**src/rtl/fan_ctrl_pkg.sv**
```systemverilog
// Shared types and constants for the fan duty sequencer: FSM encoding,
// duty-cycle limits and the software-target clamp.
package fan_ctrl_pkg;

  localparam int DUTY_W = 8;
  localparam logic [DUTY_W-1:0] DUTY_MAX = 8'd255;
  localparam logic [DUTY_W-1:0] DUTY_OFF = 8'd0;

  typedef enum logic [2:0] {
    ST_OFF   = 3'd0,
    ST_KICK  = 3'd1,
    ST_RAMP  = 3'd2,
    ST_HOLD  = 3'd3,
    ST_STALL = 3'd4
  } fan_state_e;

  // Zero means "stop"; any other request is lifted to the lowest duty the fan can sustain.
  function automatic logic [DUTY_W-1:0] clamp_target(input logic [DUTY_W-1:0] value,
                                                     input logic [DUTY_W-1:0] min_run);
    if (value == DUTY_OFF) return DUTY_OFF;
    else if (value < min_run) return min_run;
    else return value;
  endfunction

endpackage

```
**src/rtl/fan_period_timer.sv**
```systemverilog
// Free-running PWM period counter; period_tick marks the last clock of each period
// so it lines up with the generator's own counter wrap when both leave reset together.
module fan_period_timer #(
  parameter int PERIOD_CLKS = 256
) (
  input  logic clk,
  input  logic rst,
  output logic period_tick
);

  localparam int CNT_W = (PERIOD_CLKS > 1) ? $clog2(PERIOD_CLKS) : 1;
  localparam logic [CNT_W-1:0] LAST = CNT_W'(PERIOD_CLKS - 1);

  logic [CNT_W-1:0] count;

  // NOTE: state registers use non-blocking assignments so every flop samples pre-edge values.
  always_ff @(posedge clk) begin
    if (rst)                count <= '0;
    else if (count == LAST) count <= '0;
    else                    count <= count + 1'b1;
  end

  assign period_tick = (count == LAST);

endmodule

```
**src/rtl/fan_duty_sequencer.sv**
```systemverilog
// Kick-start, bounded ramp and tach-stall supervision for the fan PWM duty cycle.
module fan_duty_sequencer
  import fan_ctrl_pkg::*;
#(
  parameter int PERIOD_CLKS   = 256,
  parameter int KICK_PERIODS  = 16,
  parameter int RAMP_PERIODS  = 4,
  parameter int STEP          = 8,
  parameter int MIN_RUN_DUTY  = 40,
  parameter int STALL_PERIODS = 64
) (
  input  logic              clk,
  input  logic              rst,
  input  logic              enable,
  input  logic [DUTY_W-1:0] target_duty,
  input  logic              target_valid,
  input  logic              tach_pulse,
  input  logic              stall_clr,
  output logic [DUTY_W-1:0] duty_cycle,
  output logic              period_tick,
  output logic [2:0]        state,
  output logic              stall
);

  localparam int KCNT_W = $clog2(KICK_PERIODS + 1);
  localparam int RCNT_W = $clog2(RAMP_PERIODS + 1);
  localparam int SCNT_W = $clog2(STALL_PERIODS + 1);
  localparam logic [KCNT_W-1:0] KICK_LAST  = KCNT_W'(KICK_PERIODS - 1);
  localparam logic [RCNT_W-1:0] RAMP_LAST  = RCNT_W'(RAMP_PERIODS - 1);
  localparam logic [SCNT_W-1:0] STALL_LAST = SCNT_W'(STALL_PERIODS - 1);
  localparam logic [DUTY_W-1:0] MIN_RUN    = DUTY_W'(MIN_RUN_DUTY);
  localparam logic [DUTY_W-1:0] STEP_D     = DUTY_W'(STEP);
  localparam logic [DUTY_W:0]   STEP_W     = (DUTY_W + 1)'(STEP);

  fan_state_e        state_q, state_d;
  logic [DUTY_W-1:0] duty_q, duty_d, target_q, step_duty;
  logic [KCNT_W-1:0] kick_q, kick_d;
  logic [RCNT_W-1:0] ramp_q, ramp_d;
  logic [SCNT_W-1:0] stall_cnt_q, stall_cnt_d;
  logic [DUTY_W:0]   up_sum, dn_floor;
  logic              running, stall_hit;

  fan_period_timer #(.PERIOD_CLKS(PERIOD_CLKS)) u_timer (
    .clk         (clk),
    .rst         (rst),
    .period_tick (period_tick)
  );

  always_ff @(posedge clk) begin
    if (rst) begin
      state_q     <= ST_OFF;
      duty_q      <= DUTY_OFF;
      target_q    <= DUTY_OFF;
      kick_q      <= '0;
      ramp_q      <= '0;
      stall_cnt_q <= '0;
    end else begin
      state_q     <= state_d;
      duty_q      <= duty_d;
      kick_q      <= kick_d;
      ramp_q      <= ramp_d;
      stall_cnt_q <= stall_cnt_d;
      if (target_valid) target_q <= clamp_target(target_duty, MIN_RUN);
    end
  end

  // One ramp step toward target, computed one bit wider so it can neither wrap nor overshoot.
  assign up_sum    = {1'b0, duty_q} + STEP_W;
  assign dn_floor  = {1'b0, target_q} + STEP_W;
  assign step_duty = (target_q > duty_q)
                   ? ((up_sum >= {1'b0, target_q}) ? target_q : up_sum[DUTY_W-1:0])
                   : (({1'b0, duty_q} <= dn_floor) ? target_q : duty_q - STEP_D);

  assign running   = (state_q == ST_RAMP) || (state_q == ST_HOLD);
  assign stall_hit = running && period_tick && !tach_pulse && (stall_cnt_q == STALL_LAST);

  // NOTE: every signal written here gets a default first, so no path can infer a latch.
  always_comb begin
    state_d     = state_q;
    duty_d      = duty_q;
    kick_d      = kick_q;
    ramp_d      = ramp_q;
    stall_cnt_d = stall_cnt_q;

    if (!running || tach_pulse) stall_cnt_d = '0;
    else if (period_tick)       stall_cnt_d = stall_cnt_q + 1'b1;

    if (stall_hit) begin
      state_d = ST_STALL;
      duty_d  = DUTY_OFF;
    end else if (!enable && (state_q inside {ST_KICK, ST_RAMP, ST_HOLD})) begin
      state_d = ST_OFF;
      duty_d  = DUTY_OFF;
    end else begin
      unique case (state_q)
        ST_OFF: begin
          duty_d = DUTY_OFF;
          if (period_tick && enable && target_q != DUTY_OFF) begin
            state_d = ST_KICK;
            duty_d  = DUTY_MAX;
            kick_d  = '0;
          end
        end
        ST_KICK: begin
          duty_d = DUTY_MAX;
          if (period_tick) begin
            if (kick_q == KICK_LAST) begin
              state_d = ST_RAMP;
              duty_d  = MIN_RUN;
              ramp_d  = '0;
            end else begin
              kick_d = kick_q + 1'b1;
            end
          end
        end
        ST_RAMP: begin
          if (target_q == DUTY_OFF) begin
            state_d = ST_OFF;
            duty_d  = DUTY_OFF;
          end else if (duty_q == target_q) begin
            state_d = ST_HOLD;
          end else if (period_tick) begin
            if (ramp_q == RAMP_LAST) begin
              ramp_d = '0;
              duty_d = step_duty;
              if (step_duty == target_q) state_d = ST_HOLD;
            end else begin
              ramp_d = ramp_q + 1'b1;
            end
          end
        end
        ST_HOLD: begin
          if (target_q == DUTY_OFF) begin
            state_d = ST_OFF;
            duty_d  = DUTY_OFF;
          end else if (target_q != duty_q) begin
            state_d = ST_RAMP;
            ramp_d  = '0;
          end
        end
        ST_STALL: begin
          duty_d = DUTY_OFF;
          if (stall_clr) state_d = ST_OFF;
        end
        default: begin
          state_d = ST_OFF;
          duty_d  = DUTY_OFF;
        end
      endcase
    end
  end

  always_comb begin
    duty_cycle = duty_q;
    state      = state_q;
    stall      = (state_q == ST_STALL);
  end

endmodule

```
**config.mk**
```make
export PLATFORM = sky130hd
export DESIGN_NAME = fan_duty_sequencer
export DESIGN_NICKNAME = d
export VERILOG_FILES = /design/src/rtl/fan_ctrl_pkg.sv /design/src/rtl/fan_period_timer.sv /design/src/rtl/fan_duty_sequencer.sv
export SDC_FILE = /design/constraint.sdc
export NUM_CORES = 1
export LEC_CHECK = 0
export CORE_ASPECT_RATIO = 1.1
export CORE_MARGIN = 3
export CORE_UTILIZATION = 31
export DETAILED_ROUTE_END_ITERATION = 8
export GPL_ROUTABILITY_DRIVEN = 0
export SYNTH_ARGS = -nofsm -noshare
export SYNTH_HDL_FRONTEND = slang
export SYNTH_SLANG_ARGS = --single-unit
export TNS_END_PERCENT = 5
```
**constraint.sdc**
```tcl
create_clock -name clk -period 3.6 [get_ports clk]
set_input_delay 0.72 -clock clk [delete_from_list [all_inputs] [get_ports clk]]
set_output_delay 0.72 -clock clk [all_outputs]
set_load 0.02 [all_outputs]
```
==> impl_metrics.json, run 1 <==
{
  "grtUsageTotal_pct": 14.5,
  "rsz0062_at_grt": "false",
  "io_pins": 27,
  "regToRegSetupSlack_ns": 0.29,
  "synth_fa_ha_area_share_pct": 11.6,
  "p_leak_uw": 0.00137,
  "antenna_found_initial": 0,
  "post-cts-setup-buffers": 0,
  "clock_path_buffers": 2,
  "drive_gt1_share_pct": 7.65,
  "synth-compound-area-share_pct": 22.5,
  "cp.required_ns": 3.79,
  "hold_path_class": "flop to flop",
  "path_clk_slew_ns": 0.08,
  "synth_seq_cells": 42,
  "synth_top_cell_by_area": "dfxtp_1",
  "grt_pass1_vias": 2822,
  "gr-total-overflow": 0,
  "synth.distinct_cells": 62,
  "ant_nets": 0,
  "vias": 2836,
  "clock.fmax_mhz": 302,
  "yosys_warnings": 0,
  "layout_commonest_cell": "dfxtp_1",
  "cts_buffers": 5,
  "grt_pass1_wl_um": 13600,
  "vias_per_cell": 5.43,
  "synth_top_family_by_area": "simple AND/OR/NAND/NOR gates",
  "clock_sinks": 42,
  "fin_crit_sh_pct": 92.1,
  "die_w_um": 102,
  "start_util_pct": 32.6,
  "grt_max_degree": 26,
  "core_um2": 9580,
  "fin_nets": 447,
  "drt-wirelength-per-cell_um": 14.8,
  "powerDensity_nw_per_um2": 270,
  "syn2layout_area_growth_pct": 15.1,
  "first_pass_iters": 4,
  "yosysTopAreaCellShare_pct": 26.9,
  "relSlewSlack_pct": 58.5,
  "antenna_cells": 0,
  "cts_tree": "yes",
  "arrival_ns": 3.51,
  "final_cell_mix": "dfxtp_1 (42), nor2_1 (36), ha_1 (29)",
  "synthArstFlopShare_pct": 0,
  "period_minus_slack_ns": 3.31,
  "rr_endpoint": "duty_cycle[3]$_SDFFE_PP0P_",
  "die_area_um2": 11300,
  "post-place-ws_ns": 0.295,
  "drc": 0,
  "drv_cap": 0,
  "synth-simple-area-share_pct": 22.8,
  "tns_ns": 0,
  "ff2ff_path_depth": 12,
  "synth_fp_nets": 424,
  "ctsHtreeMaxLevel": 2,
  "synth_xor_area_share_pct": 7.57,
  "seq_area_frac_synth_pct": 26.9,
  "netlist_area_um2": 3130,
  "synth_area_leaders": "dfxtp_1 (27%), ha_1 (12%), xnor2_1 (4.8%)",
  "finClkSkew_ns": 0.00710,
  "critPathKind": "flop to flop",
  "rows": 37,
  "die_h_um": 111,
  "layout_setup_ws_ns": 0.285,
  "postPlaceCellArea_um2": 3510,
  "drt_iter0_drc": 242,
  "cp_max_fo": 11,
  "root_buffer": "clkbuf_8",
  "rr_startpoint": "target_q[4]$_SDFFE_PP0P_",
  "critPathLaunchType": "flop",
  "stdcell_area_um2": 3600,
  "ctsResizeCount": 0,
  "critPathCapture": "duty_cycle[3]$_SDFFE_PP0P_",
  "hold_buffers": 0,
  "synth_edf_count": 0,
  "wirelength_um": 7740,
  "fillers": 963,
  "synthMuxAreaShare_pct": 2.88,
  "slew_viol_final": 0,
  "worst_slew_pin_slew_ns": 0.613,
  "outcome": "finished clean",
  "setup_viol": 0,
  "cp-startpoint": "target_q[4]$_SDFFE_PP0P_",
  "power.ir.vdd_worst_mv": 0.232,
  "insertion_delay_ns": 0.30,
  "synth_ff_type": "dfxtp_1",
  "synthCells": 381,
  "worst_setup_path_end_kind": "flop",
  "dpl.hpwl_um": 5860,
  "io_buffers": 26,
  "avgSynthCellArea_um2": 8.20,
  "final_hold_viol_count": 0,
  "post-route-util_pct": 37.6
}
[Yosys cell counts (4+ instances only)]
cell,number
a211o_1,4
a211oi_1,6
a21boi_0,4
a21oi_1,23
a22o_1,7
and3_1,6
buf_2,7
clkbuf_1,9
dfxtp_1,42
ha_1,29
inv_1,25
mux2i_1,9
nand2_1,17
nand2b_1,6
nand3_1,16
nand4_1,7
nor2_1,36
nor2b_1,4
nor3_1,10
o211ai_1,5
o21ai_0,16
or2_2,4
or3_1,5
xnor2_1,17
xor2_1,10
[worst min-delay path by stage]
stage | start | endpoint | depth (start not counted)
final | ramp_q[2]$_SDFFE_PP0P_ | ramp_q[2]$_SDFFE_PP0P_ | 1
after global routing | ramp_q[2]$_SDFFE_PP0P_ | ramp_q[2]$_SDFFE_PP0P_ | 1
after CTS | ramp_q[2]$_SDFFE_PP0P_ | ramp_q[2]$_SDFFE_PP0P_ | 1
after detailed placement | ramp_q[2]$_SDFFE_PP0P_ | ramp_q[2]$_SDFFE_PP0P_ | 1
after global placement | ramp_q[2]$_SDFFE_PP0P_ | ramp_q[2]$_SDFFE_PP0P_ | 1
after floorplan | u_timer.count[0]$_SDFF_PP0_ | u_timer.count[0]$_SDFF_PP0_ | 1
[report_power, final]
group	total [uW]	switching, uW	internal (uW)	leakage (uW)
registers	489	16.3	472	0.000340
logic	174	97.7	76.5	0.000981
clock network	310	174	136	0.0000441
total	973	288	685	0.00137
[flip-flops by register name, indices dropped and copies added, names as in the netlist]
register,count
target_q,8
duty_cycle,8
kick_q,5
state,3
stall_cnt_q,7
u_timer.count,8
ramp_q,3
[worst max-delay path, stage by stage, from the launching register on]
cell and delay (ns):
dfxtp_1 0.56, ha_1 0.26, nand3_1 0.10, xnor2_1 0.16, ha_1 0.29, nand3_1 0.09
or2_2 0.31, o221ai_1 0.19, nand4_1 0.39, o21a_1 0.34, a22oi_1 0.20, o21ai_0 0.09
a22o_1 0.22
[layer usage]
metal	share of wire, %	global-route usage [%]	vias to the layer above
met5	0	0	-
met4	0.98	3.90	0
met3	3.7	2.52	7
met2	48	23.9	56
met1	48	19.4	1340
li1	-	-	1433
[logic make-up after synthesis]
family,Yosys count
simple gates,132
compound gates,99
buf+inv,43
flops,42
fa+ha+maj,29
xor+xnor,27
mux,9
[per-stage QoR]
stage / power [uW] / instances / hold WS, ns
global placement: 670 / 514 / 0.460
global route: 1030 / 522 / 0.492
finish: 973 / 522 / 0.468
CTS: 985 / 522 / 0.472
detailed placement: 672 / 514 / 0.460
floorplan: 621 / 381 / 0.448
[final cells by class]
| class | instances | area [um2] | area share, % |
|---|---|---|---|
| timing repair buffer | 34 | 320 | 8.90 |
| clock inverter | 3 | 21.3 | 0.591 |
| multi-input combinational | 296 | 2110 | 58.6 |
| tap | 117 | 146 | 4.07 |
| clock buffer | 5 | 68.8 | 1.91 |
| sequential | 42 | 841 | 23.4 |
| inverter | 25 | 93.8 | 2.61 |
Power figures use the tool's default switching activity.
==> run 2: changes to the inputs <==
--- a/config.mk
+++ b/config.mk
@@ -7,9 +7,10 @@
 export LEC_CHECK = 0
 export CORE_ASPECT_RATIO = 1.1
 export CORE_MARGIN = 3
-export CORE_UTILIZATION = 31
+export CORE_UTILIZATION = 58
 export DETAILED_ROUTE_END_ITERATION = 8
 export GPL_ROUTABILITY_DRIVEN = 0
+export PLACE_DENSITY = 0.8
 export SYNTH_ARGS = -nofsm -noshare
 export SYNTH_HDL_FRONTEND = slang
 export SYNTH_SLANG_ARGS = --single-unit
==> run 2 against run 1 <==
Net effect: sequential cell count unchanged; clock skew is 0.0036 ns higher; non-clock buffer count unchanged; die area shrank 44%; cell count shrank 8.8%; core utilization rose by 32 points; sequential share of layout area is 0.22 points higher; hold slack improved by 0.010 ns; sequential power hardly changed; routed wire length fell by 4.5%; fmax up 3.6%.
==> impl_metrics.json, run 2 (same netlist as run 1, synthesis figures left out) <==
{
  "grt_pass1_wl_um": 12700,
  "syn2layout_area_growth_pct": 14.1,
  "relSlewSlack_pct": 29.9,
  "worst_slew_pin_slew_ns": 1.04,
  "wirelength_um": 7400,
  "clock_path_buffers": 2,
  "die_area_um2": 6310,
  "crit_chain": "ha_1 -> nand3_1 -> xnor2_1 -> ha_1 -> nand3_1 -> or2_2 -> o221ai_1 -> nand4_1 -> o21a_1 -> mux2i_1 -> o21ai_0 -> a22o_1",
  "cpPeakStageDelay_ns": 0.57,
  "antenna_found_initial": 0,
  "vias_per_cell": 5.97,
  "vias": 2842,
  "drive_gt1_share_pct": 7.43,
  "cp_top_family": "compound AO/OA/AOI/OAI gates",
  "fillers": 426,
  "first_pass_iters": 4,
  "p_leak_uw": 0.00138,
  "drc": 0,
  "crit_slowest_cell": "dfxtp_1",
  "power.ir.vdd_worst_mv": 0.272,
  "fin_nets": 447,
  "final_cell_mix": "dfxtp_1 (42), nor2_1 (36), ha_1 (29)",
  "antenna_cells": 0,
  "cp_max_fo": 8,
  "path_clk_slew_ns": 0.08,
  "ant_nets": 0,
  "multi_input_area_um2": 2110,
  "grt_max_degree": 23,
  "grt_pass1_vias": 2799,
  "clock.fmax_mhz": 312,
  "arrival_ns": 3.38,
  "die_h_um": 83.0,
  "cp.required_ns": 3.78,
  "powerDensity_nw_per_um2": 292,
  "io_buffers": 26,
  "dp_cells": 466,
  "cts_buffers": 5,
  "insertion_delay_ns": 0.29,
  "root_buffer": "clkbuf_8",
  "outcome": "finished clean",
  "cts_tree": "yes",
  "rsz0062_at_grt": "false",
  "clock_sinks": 42,
  "core_um2": 5100,
  "layout_commonest_cell": "dfxtp_1",
  "critPathLaunchType": "flop",
  "fin_crit_sh_pct": 88.9,
  "die_w_um": 76.0,
  "regArea_um2": 841,
  "critPathKind": "flop to flop",
  "final_hold_viol_count": 0,
  "fin_cells": 476,
  "setup_viol": 0,
  "drt_iter0_drc": 210,
  "gr-total-overflow": 0,
  "ctsResizeCount": 0,
  "io_pins": 27,
  "rows": 27,
  "dpl.hpwl_um": 5550,
  "hold_path_class": "flop to flop",
  "crit_buf_inv": 0,
  "worst_setup_path_end_kind": "flop",
  "finalPower_uw": 1040,
  "grtUsageTotal_pct": 24.1,
  "tns_ns": 0,
  "slew_viol_final": 0,
  "finClkSkew_ns": 0.0107,
  "ctsHtreeMaxLevel": 2,
  "drv_cap": 0,
  "start_util_pct": 61.3,
  "drt-wirelength-per-cell_um": 15.5,
  "period_minus_slack_ns": 3.20
}
==> run 2: cell types whose count changed in the layout (fill, tap and decap cells not counted) <==
cell        delta
clkinv_4       -1
clkinvlp_4     -1
bufinv_16      +1
clkbuf_8       +1
clkinv_2       -1
==> run 2: power breakdown <==
group	total, uW	switching, uW	leakage, uW	internal (uW)
clock network	377	155	0.0000573	222
logic	174	95.6	0.000977	78.1
registers	489	16.9	0.000340	472
total	1040	268	0.00138	772
==> run 2: cell type report <==
class / count / area share, %
flip-flops and latches: 42 / 23.6
multi-input cells: 296 / 59.1
clock buffers: 6 / 2.32
clock inverters: 1 / 0.842
inverters: 25 / 2.63
well taps: 72 / 2.53
repair buffers: 34 / 8.99
==> run 2: final timing paths <==
path / start / end / slack (ns) / depth (start not counted)
hold / removal: ramp_q[2]$_SDFFE_PP0P_ / ramp_q[2]$_SDFFE_PP0P_ / 0.48 / 1
hold reg to reg: ramp_q[2]$_SDFFE_PP0P_ / ramp_q[2]$_SDFFE_PP0P_ / 0.48 / 1
setup / recovery: target_q[4]$_SDFFE_PP0P_ / duty_cycle[0]$_SDFFE_PP0P_ / 0.40 / 12
setup reg to reg: target_q[4]$_SDFFE_PP0P_ / duty_cycle[0]$_SDFFE_PP0P_ / 0.40 / 12
==> run 2: stage by stage <==
step	hold slack (ns)	util [%]	setup slack, ns	instance area, um2
global route	0.495	69.9	0.144	3560
global placement	0.458	67.2	0.336	3430
finish	0.478	69.9	0.399	3560
CTS	0.480	69.4	0.242	3540
floorplan	0.448	-	0.759	3130
detailed placement	0.469	67.2	0.249	3430
==> run 2: worst register-to-register path, cell delays in order (launching register included) <==
cell and delay, ns:
dfxtp_1 0.57, ha_1 0.26, nand3_1 0.10, xnor2_1 0.16, ha_1 0.30, nand3_1 0.10, or2_2 0.32, o221ai_1 0.22
nand4_1 0.29, o21a_1 0.28, mux2i_1 0.17, o21ai_0 0.10, a22o_1 0.22
==> run 2: per-layer routing <==
metal / share of wire, % / vias up / GRT usage, %
met5: 0 / - / 0
met4: 2.3 / 0 / 10.5
met3: 4.3 / 20 / 4.66
met2: 50 / 69 / 40.6
met1: 44 / 1333 / 29.8
li1: - / 1420 / -
==> run 2: what timing repair did <==
item,in CTS,in global routing
buffers inserted,0,3
hold buffers,0,0
setup endpoints to repair,0,3
